<file path="config.mk">
export PLATFORM = sky130hd
export DESIGN_NAME = fifo_ms_lvl
export DESIGN_NICKNAME = d
export VERILOG_FILES = /design/src/rtl/fifo_ms_lvl.sv
export SDC_FILE = /design/constraint.sdc
export NUM_CORES = 1
export LEC_CHECK = 0
export ABC_AREA = 1
export CORE_ASPECT_RATIO = 2
export CORE_UTILIZATION = 55
export CTS_BUF_LIST = sky130_fd_sc_hd__clkbuf_8
export CTS_CLUSTER_DIAMETER = 150
export DETAILED_ROUTE_END_ITERATION = 10
export PLACE_DENSITY = 0.79
export SETUP_SLACK_MARGIN = 0.4
export SLEW_MARGIN = 10
export SYNTH_ARGS = -nofsm -noshare
export SYNTH_HDL_FRONTEND = slang
export SYNTH_HIERARCHICAL = 1
export SYNTH_SLANG_ARGS = --single-unit
</file>
<file path="constraint.sdc">
create_clock -name clk -period 4.68 [get_ports clk]
set_clock_uncertainty 0.1 [all_clocks]
set_input_delay 0.702 -clock clk [delete_from_list [all_inputs] [get_ports clk]]
set_output_delay 0.702 -clock clk [all_outputs]
set_load 0.1 [all_outputs]
</file>
<file path="src/rtl/fifo_ms_lvl.sv">
// Multi-stream FIFO: one tagged write port, FLUX circular queues with level counters,
// one-hot read port. Define FIFO_MS_ERR_EN to build the sticky err_ovf/err_udf flags.

module fifo_ms_lvl_stream #(
  parameter int DATA_WIDTH = 8,
  parameter int DEPTH      = 4,
  parameter int CNT_WIDTH  = 3
) (
  input  logic                  clk,
  input  logic                  rst,
  input  logic                  wr_i,
  input  logic                  rd_i,
  input  logic                  err_clr_i,
  input  logic [DATA_WIDTH-1:0] data_i,
  output logic [DATA_WIDTH-1:0] head_o,
  output logic [CNT_WIDTH-1:0]  lvl_o,
  output logic                  ovf_o,
  output logic                  udf_o
);
  localparam int PW = (DEPTH > 1) ? $clog2(DEPTH) : 1;
  localparam logic [CNT_WIDTH-1:0] LVL_MAX = CNT_WIDTH'(DEPTH);

  logic [DATA_WIDTH-1:0] mem_q [DEPTH];
  logic [PW-1:0]         wp_q, wp_d, rp_q, rp_d;
  logic [CNT_WIDTH-1:0]  lvl_q, lvl_d;
  logic                  rd_ok, wr_ok;

  // A full stream still takes a write when its head leaves in the same cycle.
  assign rd_ok = rd_i && (lvl_q != '0);
  assign wr_ok = wr_i && ((lvl_q != LVL_MAX) || rd_ok);

  function automatic logic [PW-1:0] ptr_inc(input logic [PW-1:0] p);
    return (p == PW'(DEPTH-1)) ? '0 : p + 1'b1;
  endfunction

  always_comb begin
    wp_d  = wr_ok ? ptr_inc(wp_q) : wp_q;
    rp_d  = rd_ok ? ptr_inc(rp_q) : rp_q;
    lvl_d = lvl_q;
    case ({wr_ok, rd_ok})
      2'b10:   lvl_d = lvl_q + 1'b1;
      2'b01:   lvl_d = lvl_q - 1'b1;
      default: lvl_d = lvl_q;
    endcase
  end

  always_ff @(posedge clk or negedge rst) begin
    if (!rst) begin
      wp_q  <= '0;
      rp_q  <= '0;
      lvl_q <= '0;
    end else begin
      wp_q  <= wp_d;
      rp_q  <= rp_d;
      lvl_q <= lvl_d;
    end
  end

  always_ff @(posedge clk) begin
    if (wr_ok) mem_q[wp_q] <= data_i;
  end

  assign head_o = mem_q[rp_q];
  assign lvl_o  = lvl_q;

`ifdef FIFO_MS_ERR_EN
  logic ovf_q, ovf_d, udf_q, udf_d;

  // A new event wins over a clear in the same cycle.
  always_comb begin
    ovf_d = ovf_q;
    udf_d = udf_q;
    if (err_clr_i) begin
      ovf_d = 1'b0;
      udf_d = 1'b0;
    end
    if (wr_i && !wr_ok) ovf_d = 1'b1;
    if (rd_i && !rd_ok) udf_d = 1'b1;
  end

  always_ff @(posedge clk or negedge rst) begin
    if (!rst) begin
      ovf_q <= 1'b0;
      udf_q <= 1'b0;
    end else begin
      ovf_q <= ovf_d;
      udf_q <= udf_d;
    end
  end

  assign ovf_o = ovf_q;
  assign udf_o = udf_q;
`else
  logic unused_clr;
  assign unused_clr = err_clr_i;
  assign ovf_o      = 1'b0;
  assign udf_o      = 1'b0;
`endif
endmodule

module fifo_ms_lvl #(
  parameter  int DATA_WIDTH = 8,
  parameter  int DEPTH      = 4,
  parameter  int FLUX       = 2,
  parameter  int AFULL_THR  = DEPTH-1,
  localparam int TAG_WIDTH  = $clog2(FLUX),
  localparam int CNT_WIDTH  = $clog2(DEPTH+1),
  localparam int WIDTH      = TAG_WIDTH+DATA_WIDTH
) (
  input  logic                      clk,
  input  logic                      rst,
  input  logic                      write,
  input  logic [WIDTH-1:0]          din,
  output logic [FLUX-1:0]           full,
  output logic [FLUX-1:0]           almost_full,
  input  logic [FLUX-1:0]           read,
  output logic [WIDTH-1:0]          dout,
  output logic [FLUX-1:0]           empty,
  output logic [FLUX*CNT_WIDTH-1:0] level,
  input  logic                      err_clr,
  output logic [FLUX-1:0]           err_ovf,
  output logic [FLUX-1:0]           err_udf
);
  localparam logic [CNT_WIDTH-1:0] LVL_MAX = CNT_WIDTH'(DEPTH);
  localparam logic [CNT_WIDTH-1:0] LVL_AF  = CNT_WIDTH'(AFULL_THR);

  logic [TAG_WIDTH-1:0]                 wr_tag, rd_idx;
  logic                                 tag_ok, rd_any;
  logic [FLUX-1:0][DATA_WIDTH-1:0]      head;
  logic [FLUX-1:0][CNT_WIDTH-1:0]       lvl;

  assign wr_tag = din[WIDTH-1:DATA_WIDTH];
  assign tag_ok = int'(wr_tag) < FLUX;

  // Lowest set read bit wins; idx 0 when idle gives show-ahead of stream 0.
  always_comb begin
    rd_any = |read;
    rd_idx = '0;
    for (int k = FLUX-1; k >= 0; k--)
      if (read[k]) rd_idx = TAG_WIDTH'(k);
  end

  for (genvar k = 0; k < FLUX; k++) begin : g_s
    fifo_ms_lvl_stream #(
      .DATA_WIDTH (DATA_WIDTH),
      .DEPTH      (DEPTH),
      .CNT_WIDTH  (CNT_WIDTH)
    ) u_s (
      .clk       (clk),
      .rst       (rst),
      .wr_i      (write && tag_ok && (wr_tag == TAG_WIDTH'(k))),
      .rd_i      (rd_any && (rd_idx == TAG_WIDTH'(k))),
      .err_clr_i (err_clr),
      .data_i    (din[DATA_WIDTH-1:0]),
      .head_o    (head[k]),
      .lvl_o     (lvl[k]),
      .ovf_o     (err_ovf[k]),
      .udf_o     (err_udf[k])
    );

    assign full[k]        = (lvl[k] == LVL_MAX);
    assign almost_full[k] = (lvl[k] >= LVL_AF);
    assign empty[k]       = (lvl[k] == '0);
  end

  assign level = lvl;
  assign dout  = {rd_idx, head[rd_idx]};
endmodule

</file>
==> results of run 1 <==
-- worst max-delay path, delay by kind of cell (launching register included) --
| family | cells | cell delay (ns) |
|---|---|---|
| buf+inv | 1 | 0.29 |
| simple gates | 3 | 0.37 |
| flops | 1 | 1.08 |
| compound gates | 1 | 0.23 |
-- placed cells by master, fill, tap and decap left out, types with 2 or more instances in the layout --
cell,count
sky130_fd_sc_hd__conb_1,4
sky130_fd_sc_hd__clkbuf_8,10
sky130_fd_sc_hd__ha_1,12
sky130_fd_sc_hd__dfrtp_1,14
sky130_fd_sc_hd__buf_4,9
sky130_fd_sc_hd__nor2_2,2
sky130_fd_sc_hd__o211ai_1,16
sky130_fd_sc_hd__o21ai_1,8
sky130_fd_sc_hd__nand3_1,18
sky130_fd_sc_hd__fa_1,2
sky130_fd_sc_hd__nand2_4,2
sky130_fd_sc_hd__xnor2_1,2
sky130_fd_sc_hd__nand2_1,83
sky130_fd_sc_hd__nand4_1,2
sky130_fd_sc_hd__nand2_2,2
sky130_fd_sc_hd__clkdlybuf4s50_1,25
sky130_fd_sc_hd__o21ai_0,10
sky130_fd_sc_hd__edfxtp_1,64
sky130_fd_sc_hd__a21oi_2,8
sky130_fd_sc_hd__inv_1,66
sky130_fd_sc_hd__nor3_1,4
sky130_fd_sc_hd__nor2_1,15
sky130_fd_sc_hd__a21oi_1,8
-- cell families (layout without fill, tap and decap cells) --
logic type | Yosys count | count (layout) | share of synthesized area [%]
AND/OR/NAND/NOR | 129 | 129 | 14.66
buffers and inverters | 83 | 114 | 11.57
flip-flops | 78 | 78 | 59.70
AO/OA/AOI/OAI | 50 | 50 | 8.416
adder cells (fa/ha/maj) | 14 | 14 | 4.997
other | 2 | 4 | 0.1973
XOR/XNOR | 2 | 2 | 0.4603
-- per-layer routing --
metal	vias up	global-route usage (%)	part of all wire [%]
li1	1218	-	-
met1	1157	22.69	37
met2	47	38.87	57
met3	12	5.172	2.8
met4	0	10.94	3.5
met5	-	0	0
-- layout make-up --
class                      instances  share of cell area, %
sequential                        78                  54.03
multi-input combinational        199                  26.18
timing repair buffer              34                  7.557
inverter                          64                  5.772
clock buffer                      10                  3.273
tap                               88                  2.618
clock inverter                     6                 0.5653
-- path summary, 6_finish.rpt --
kind,startpoint,endpoint,depth (start not counted)
worst max-delay path,g_s[1].u_s/rp_q[0]$_DFFE_PN0P_,dout[7],5
worst min-delay path,g_s[0].u_s/lvl_o[2]$_DFFE_PN0P_,g_s[0].u_s/lvl_o[2]$_DFFE_PN0P_,2
worst max register to register,g_s[0].u_s/lvl_o[0]$_DFFE_PN0P_,g_s[0].u_s/lvl_o[2]$_DFFE_PN0P_,10
worst min register to register,g_s[0].u_s/lvl_o[2]$_DFFE_PN0P_,g_s[0].u_s/lvl_o[2]$_DFFE_PN0P_,2
max in group asynchronous,rst,g_s[1].u_s/wp_q[1]$_DFFE_PN0P_,1
min in group asynchronous,rst,g_s[0].u_s/lvl_o[1]$_DFFE_PN0P_,1
-- sequential cells by signal, indices dropped and copies added (netlist names) --
register       flops
g_s.u_s/mem_q     64
g_s.u_s/lvl_o      6
g_s.u_s/rp_q       4
g_s.u_s/wp_q       4
-- metrics by stage --
step           cell area [um2]  std cells  util (%)  worst slack (ns)  hold WS [ns]
3_5_place_dp              4044        463     60.59             1.560        0.4337
4_1_cts                   4205        479     63.01             1.556        0.4519
3_3_place_gp              4044        463     60.59             1.612        0.4158
6_report                  4205        479     63.01             1.571        0.4539
2_1_floorplan             3814        360         -            0.7392        0.3064
5_1_grt                   4205        479     63.01             1.371        0.4672
==> flow_summary_export.csv, run 1 <==
group,metric,value,unit
finish,share_of_final_layout_standard_cells_stronger_than_drive_strength_1,9.463,%
timing,slew_headroom,26.28,%
finish,fillerInstances,561,
yosys,avgSynthCellArea,10.63,um2
yosys,total_standard_cell_area_after_synthesis,3806,um2
worst_setup_path,cp_data_required_time,3.88,ns
worst_setup_path,crit_slowest_cell,"sky130_fd_sc_hd__dfrtp_1",
hold_path,min_path_type,"flop to flop",
timing,timing.final.crit_share,66.42,%
yosys,ys_top_cells_by_count,"83 x sky130_fd_sc_hd__nand2_1, 64 x sky130_fd_sc_hd__edfxtp_1, 62 x sky130_fd_sc_hd__inv_1",
detailed_routing,route.detailed.drc,0,
detailed_routing,detailroute.via_count,2434,
floorplanning,floorplan.io_pins,40,
worst_setup_path,cp_max_fo,35,
finish,antenna_cells,0,
timing,finalMaxSlewViolations,0,
finish,ff_latch_area,2272,um2
worst_setup_path,worstPathArrival,2.31,ns
floorplanning,die-area,7277,um2
worst_setup_path,cells_traversed_along_the_worst_timing_path,"o21ai_0, nand2_1, nand3_1, nand2_1, buf_4",
clocking,cts_tree,"built",
detailed_routing,route.detailed.wl_per_inst,14.30,um
yosys,post-synth-top-count-cell,"sky130_fd_sc_hd__nand2_1",
yosys,synthesis.yosys.warnings,6,
timing,period_needed,3.109,ns
finish,final_net_count,415,
worst_setup_path,end_kind,"primary output",
clocking,cts_repair_resize_count,0,
clocking,worstSkewPairLatency,0.34,ns
worst_setup_path,crit_path_frequent_cell,"sky130_fd_sc_hd__nand2_1",
clocking,cts-buffers-inserted,9,
clocking,htreeDepth,3,
floorplanning,die_height,119.6,um
yosys,synthDominantCellAreaShare,50.49,%
placement,io_buffers,34,
detailed_routing,post_drt_via_cell_ratio,5.081,
clocking,cts-hold-fix-buffers,0,
floorplanning,starting_density,57.03,%
yosys,dominant_cells_by_area_after_synthesis,"sky130_fd_sc_hd__edfxtp_1 50%, sky130_fd_sc_hd__dfrtp_1 9.2%, sky130_fd_sc_hd__nand2_1 8.2%",
floorplanning,core-area,6674,um2
floorplanning,dieWidth,60.82,um
timing,setup_viol,0,
flow_run,drv_cap,0,
detailed_routing,drtIter0Drc,68,
timing,hold_viol,0,
finish,multi_input_area,1101,um2
timing,maxClockFrequency,321.7,MHz
grt,global_route_wire_length_before_repair,11010,um
grt,grt_pass1_vias,2367,
yosys,synth_enable_flop_cells,64,
yosys,yosysSeqAreaShare,59.70,%
detailed_routing,drt.antenna.violating_nets,0,
clocking,clkTransAtPathRegs,0.07,ns
grt,grt_start_max_net_pins,36,
yosys,netlist.top_cell.by_area,"sky130_fd_sc_hd__edfxtp_1",
worst_setup_path,crit_path_max_incr_delay,1.08,ns
yosys,dominantRegCellSynth,"sky130_fd_sc_hd__edfxtp_1",
yosys,synthArstFlopShare,17.95,%
clocking,cts_setup_buffers,0,
detailed_routing,final_wirelength,6848,um
clocking,tritoncts_num_sinks,78,
worst_setup_path,crit_type,"flop to primary output",
grt,grt_overflow,0,
status,status,"complete, no violations",
clocking,cts-root-to-sink-buffers,2,
grt,initial_antenna_violation_count,0,
clocking,clockRootBuffer,"sky130_fd_sc_hd__clkbuf_8",
timing,setup_total_negative_slack,0,ns
timing,worstMarginPinSlew,1.106,ns
placement,finalWeightedCongestion,0.7900,
yosys,post_synth_num_cell_types,27,
yosys,postSynthRegisterBits,78,
finish,synthToLayoutAreaGrowth,10.49,%
placement,detailedPlacementHpwl,5024,um
grt,grt_use_total,21.88,%
timing,rsz0062_at_grt,"no",
worst_setup_path,rrSetupSlack,2.63,ns
worst_setup_path,cp-start-kind,"flop",
floorplanning,fp-row-count,42,
yosys,synth_cells,358,
detailed_routing,dr.pass1.iters,4,
Power of run 1 is not shown: default switching activity piles up to over one toggle a cycle in this logic, so the estimate is an artifact.
==> run 2, diff against run 1 <==
- CORE_UTILIZATION: 55 -> 53
- clock period: 4.68 -> 2.8 ns (I/O delays scaled with it)
==> flow_summary_export.csv, run 2 (same netlist as run 1, synthesis figures left out) <==
group,metric,value,unit
clocking,cts_tree,"built",
floorplanning,die_height,121.8,um
worst_setup_path,cp-start-kind,"flop",
placement,io_buffers,34,
detailed_routing,post_drt_via_cell_ratio,5.020,
flow_run,drv_cap,0,
clocking,clkTransAtPathRegs,0.08,ns
placement,detailedPlacementHpwl,5289,um
worst_setup_path,worstPathArrival,1.77,ns
placement,finalWeightedCongestion,0.7692,
worst_setup_path,crit_type,"flop to primary output",
clocking,cts-root-to-sink-buffers,2,
timing,maxClockFrequency,436.9,MHz
worst_setup_path,cp_max_fo,35,
timing,hold_viol,0,
worst_setup_path,crit_path_frequent_cell,"sky130_fd_sc_hd__nand2_1",
finish,synthToLayoutAreaGrowth,17.78,%
grt,grt_pass1_vias,2519,
placement,place_worst_setup_slack,0.1092,ns
worst_setup_path,crit_slowest_cell,"sky130_fd_sc_hd__dfrtp_1",
worst_setup_path,crit_path_max_incr_delay,0.37,ns
placement,post_dp_cell_area,4279,um2
finish,fillerInstances,523,
detailed_routing,drtIter0Drc,80,
floorplanning,starting_density,54.84,%
floorplanning,die-area,7545,um2
finish,final_net_count,428,
worst_setup_path,cp-startpoint,"g_s[1].u_s/rp_q[0]$_DFFE_PN0P_",
timing,fin_hold_ws,0.3962,ns
detailed_routing,route.detailed.drc,0,
finish,layout_commonest_cell,"sky130_fd_sc_hd__nand2_1",
detailed_routing,drt.antenna.violating_nets,0,
timing,setup_viol,0,
detailed_routing,dr.pass1.iters,4,
timing,fin_ws,0.5110,ns
worst_setup_path,cp_data_required_time,2.28,ns
finish,largest-register,"g_s.u_s/mem_q",
grt,global_route_wire_length_before_repair,11570,um
finish,finalInstanceArea,4483,um2
detailed_routing,detailroute.via_count,2480,
clocking,cts-buffers-inserted,9,
timing,timing.final.crit_share,81.75,%
finish,share_of_final_layout_standard_cells_stronger_than_drive_strength_1,19.31,%
worst_setup_path,end_kind,"primary output",
clocking,clockRootBuffer,"sky130_fd_sc_hd__clkbuf_8",
floorplanning,dieWidth,61.92,um
floorplanning,floorplan.io_pins,40,
detailed_routing,final_wirelength,7152,um
floorplanning,core-area,6940,um2
hold_path,min_path_type,"primary input to async pin",
worst_setup_path,critical_path.reg2reg.startpoint,"g_s[1].u_s/lvl_o[0]$_DFFE_PN0P_",
timing,slew_headroom,51.97,%
clocking,htreeDepth,3,
finish,antenna_cells,0,
grt,grt_overflow,0,
grt,initial_antenna_violation_count,0,
finish,layout.cells.most_common_list,"83 x sky130_fd_sc_hd__nand2_1, 64 x sky130_fd_sc_hd__edfxtp_1, 63 x sky130_fd_sc_hd__inv_1, 25 x sky130_fd_sc_hd__buf_4, 18 x sky130_fd_sc_hd__nand3_1",
clocking,tritoncts_num_sinks,78,
worst_setup_path,cells_traversed_along_the_worst_timing_path,"buf_4, a21oi_1, o21ai_0, nand2_1, nand3_1, nand2_1, buf_12",
grt,grt_start_max_net_pins,36,
clocking,worstSkewPairLatency,0.35,ns
detailed_routing,route.detailed.wl_per_inst,14.48,um
finish,largest_register_ff_count,64,
timing,rsz0062_at_grt,"no",
timing,worstMarginPinSlew,0.7182,ns
timing,finalMaxSlewViolations,0,
floorplanning,fp-row-count,43,
grt,grt_use_total,21.94,%
timing,period_needed,2.289,ns
timing,setup_total_negative_slack,0,ns
status,status,"complete, no violations",
run 2: routing by layer:
layer	up-vias	GRT usage, %	wire [um]
met1	1174	21.34	2446
li1	1241	-	-
met3	14	4.671	232
met2	51	39.65	4166
met5	-	0	0
met4	0	12.92	306
run 2: what timing repair did:
action	in CTS	in global routing
endpoints found under the setup margin	5	6
resized for setup	1	2
hold buffers	0	0
buffers inserted	0	0
run 2: cell type report:
| type | instances | area (um2) | share of cell area [%] |
|---|---|---|---|
| Timing Repair Buffer | 47 | 500.5 | 11.16 |
| Clock inverter | 7 | 75.07 | 1.675 |
| Clock buffer | 9 | 123.9 | 2.763 |
| Sequential cell | 78 | 2282 | 50.91 |
| Tap cell | 90 | 112.6 | 2.512 |
| Multi-Input combinational cell | 199 | 1146 | 25.57 |
| Inverter | 64 | 242.7 | 5.414 |
run 2: worst max-delay path, delay by kind of cell, from the launching register on:
family                 cells  cell delay, ns
buffers and inverters      2            0.43
flip-flops                 1            0.37
AND/OR/NAND/NOR            3            0.34
AO/OA/AOI/OAI              2            0.28
run 2: stage by stage:
step / util [%] / std cells
after CTS: 64.54 / 494
after floorplan: - / 360
after global placement: 61.65 / 478
after global routing: 64.59 / 494
final: 64.59 / 494
after detailed placement: 61.65 / 478
run 2: final timing paths:
check / endpoint / slack (ns) / cells after the start
setup / recovery: dout[7] / 0.51 / 7
hold / removal: g_s[1].u_s/wp_q[0]$_DFFE_PN0P_ / 0.40 / 1
setup reg to reg: g_s[1].u_s/lvl_o[1]$_DFFE_PN0P_ / 0.68 / 8
hold reg to reg: g_s[1].u_s/wp_q[1]$_DFFE_PN0P_ / 0.44 / 2
max in group asynchronous: g_s[0].u_s/lvl_o[2]$_DFFE_PN0P_ / 1.70 / 1
min in group clk: g_s[1].u_s/wp_q[1]$_DFFE_PN0P_ / 0.44 / 2
Power of run 2 is left out for the same reason.
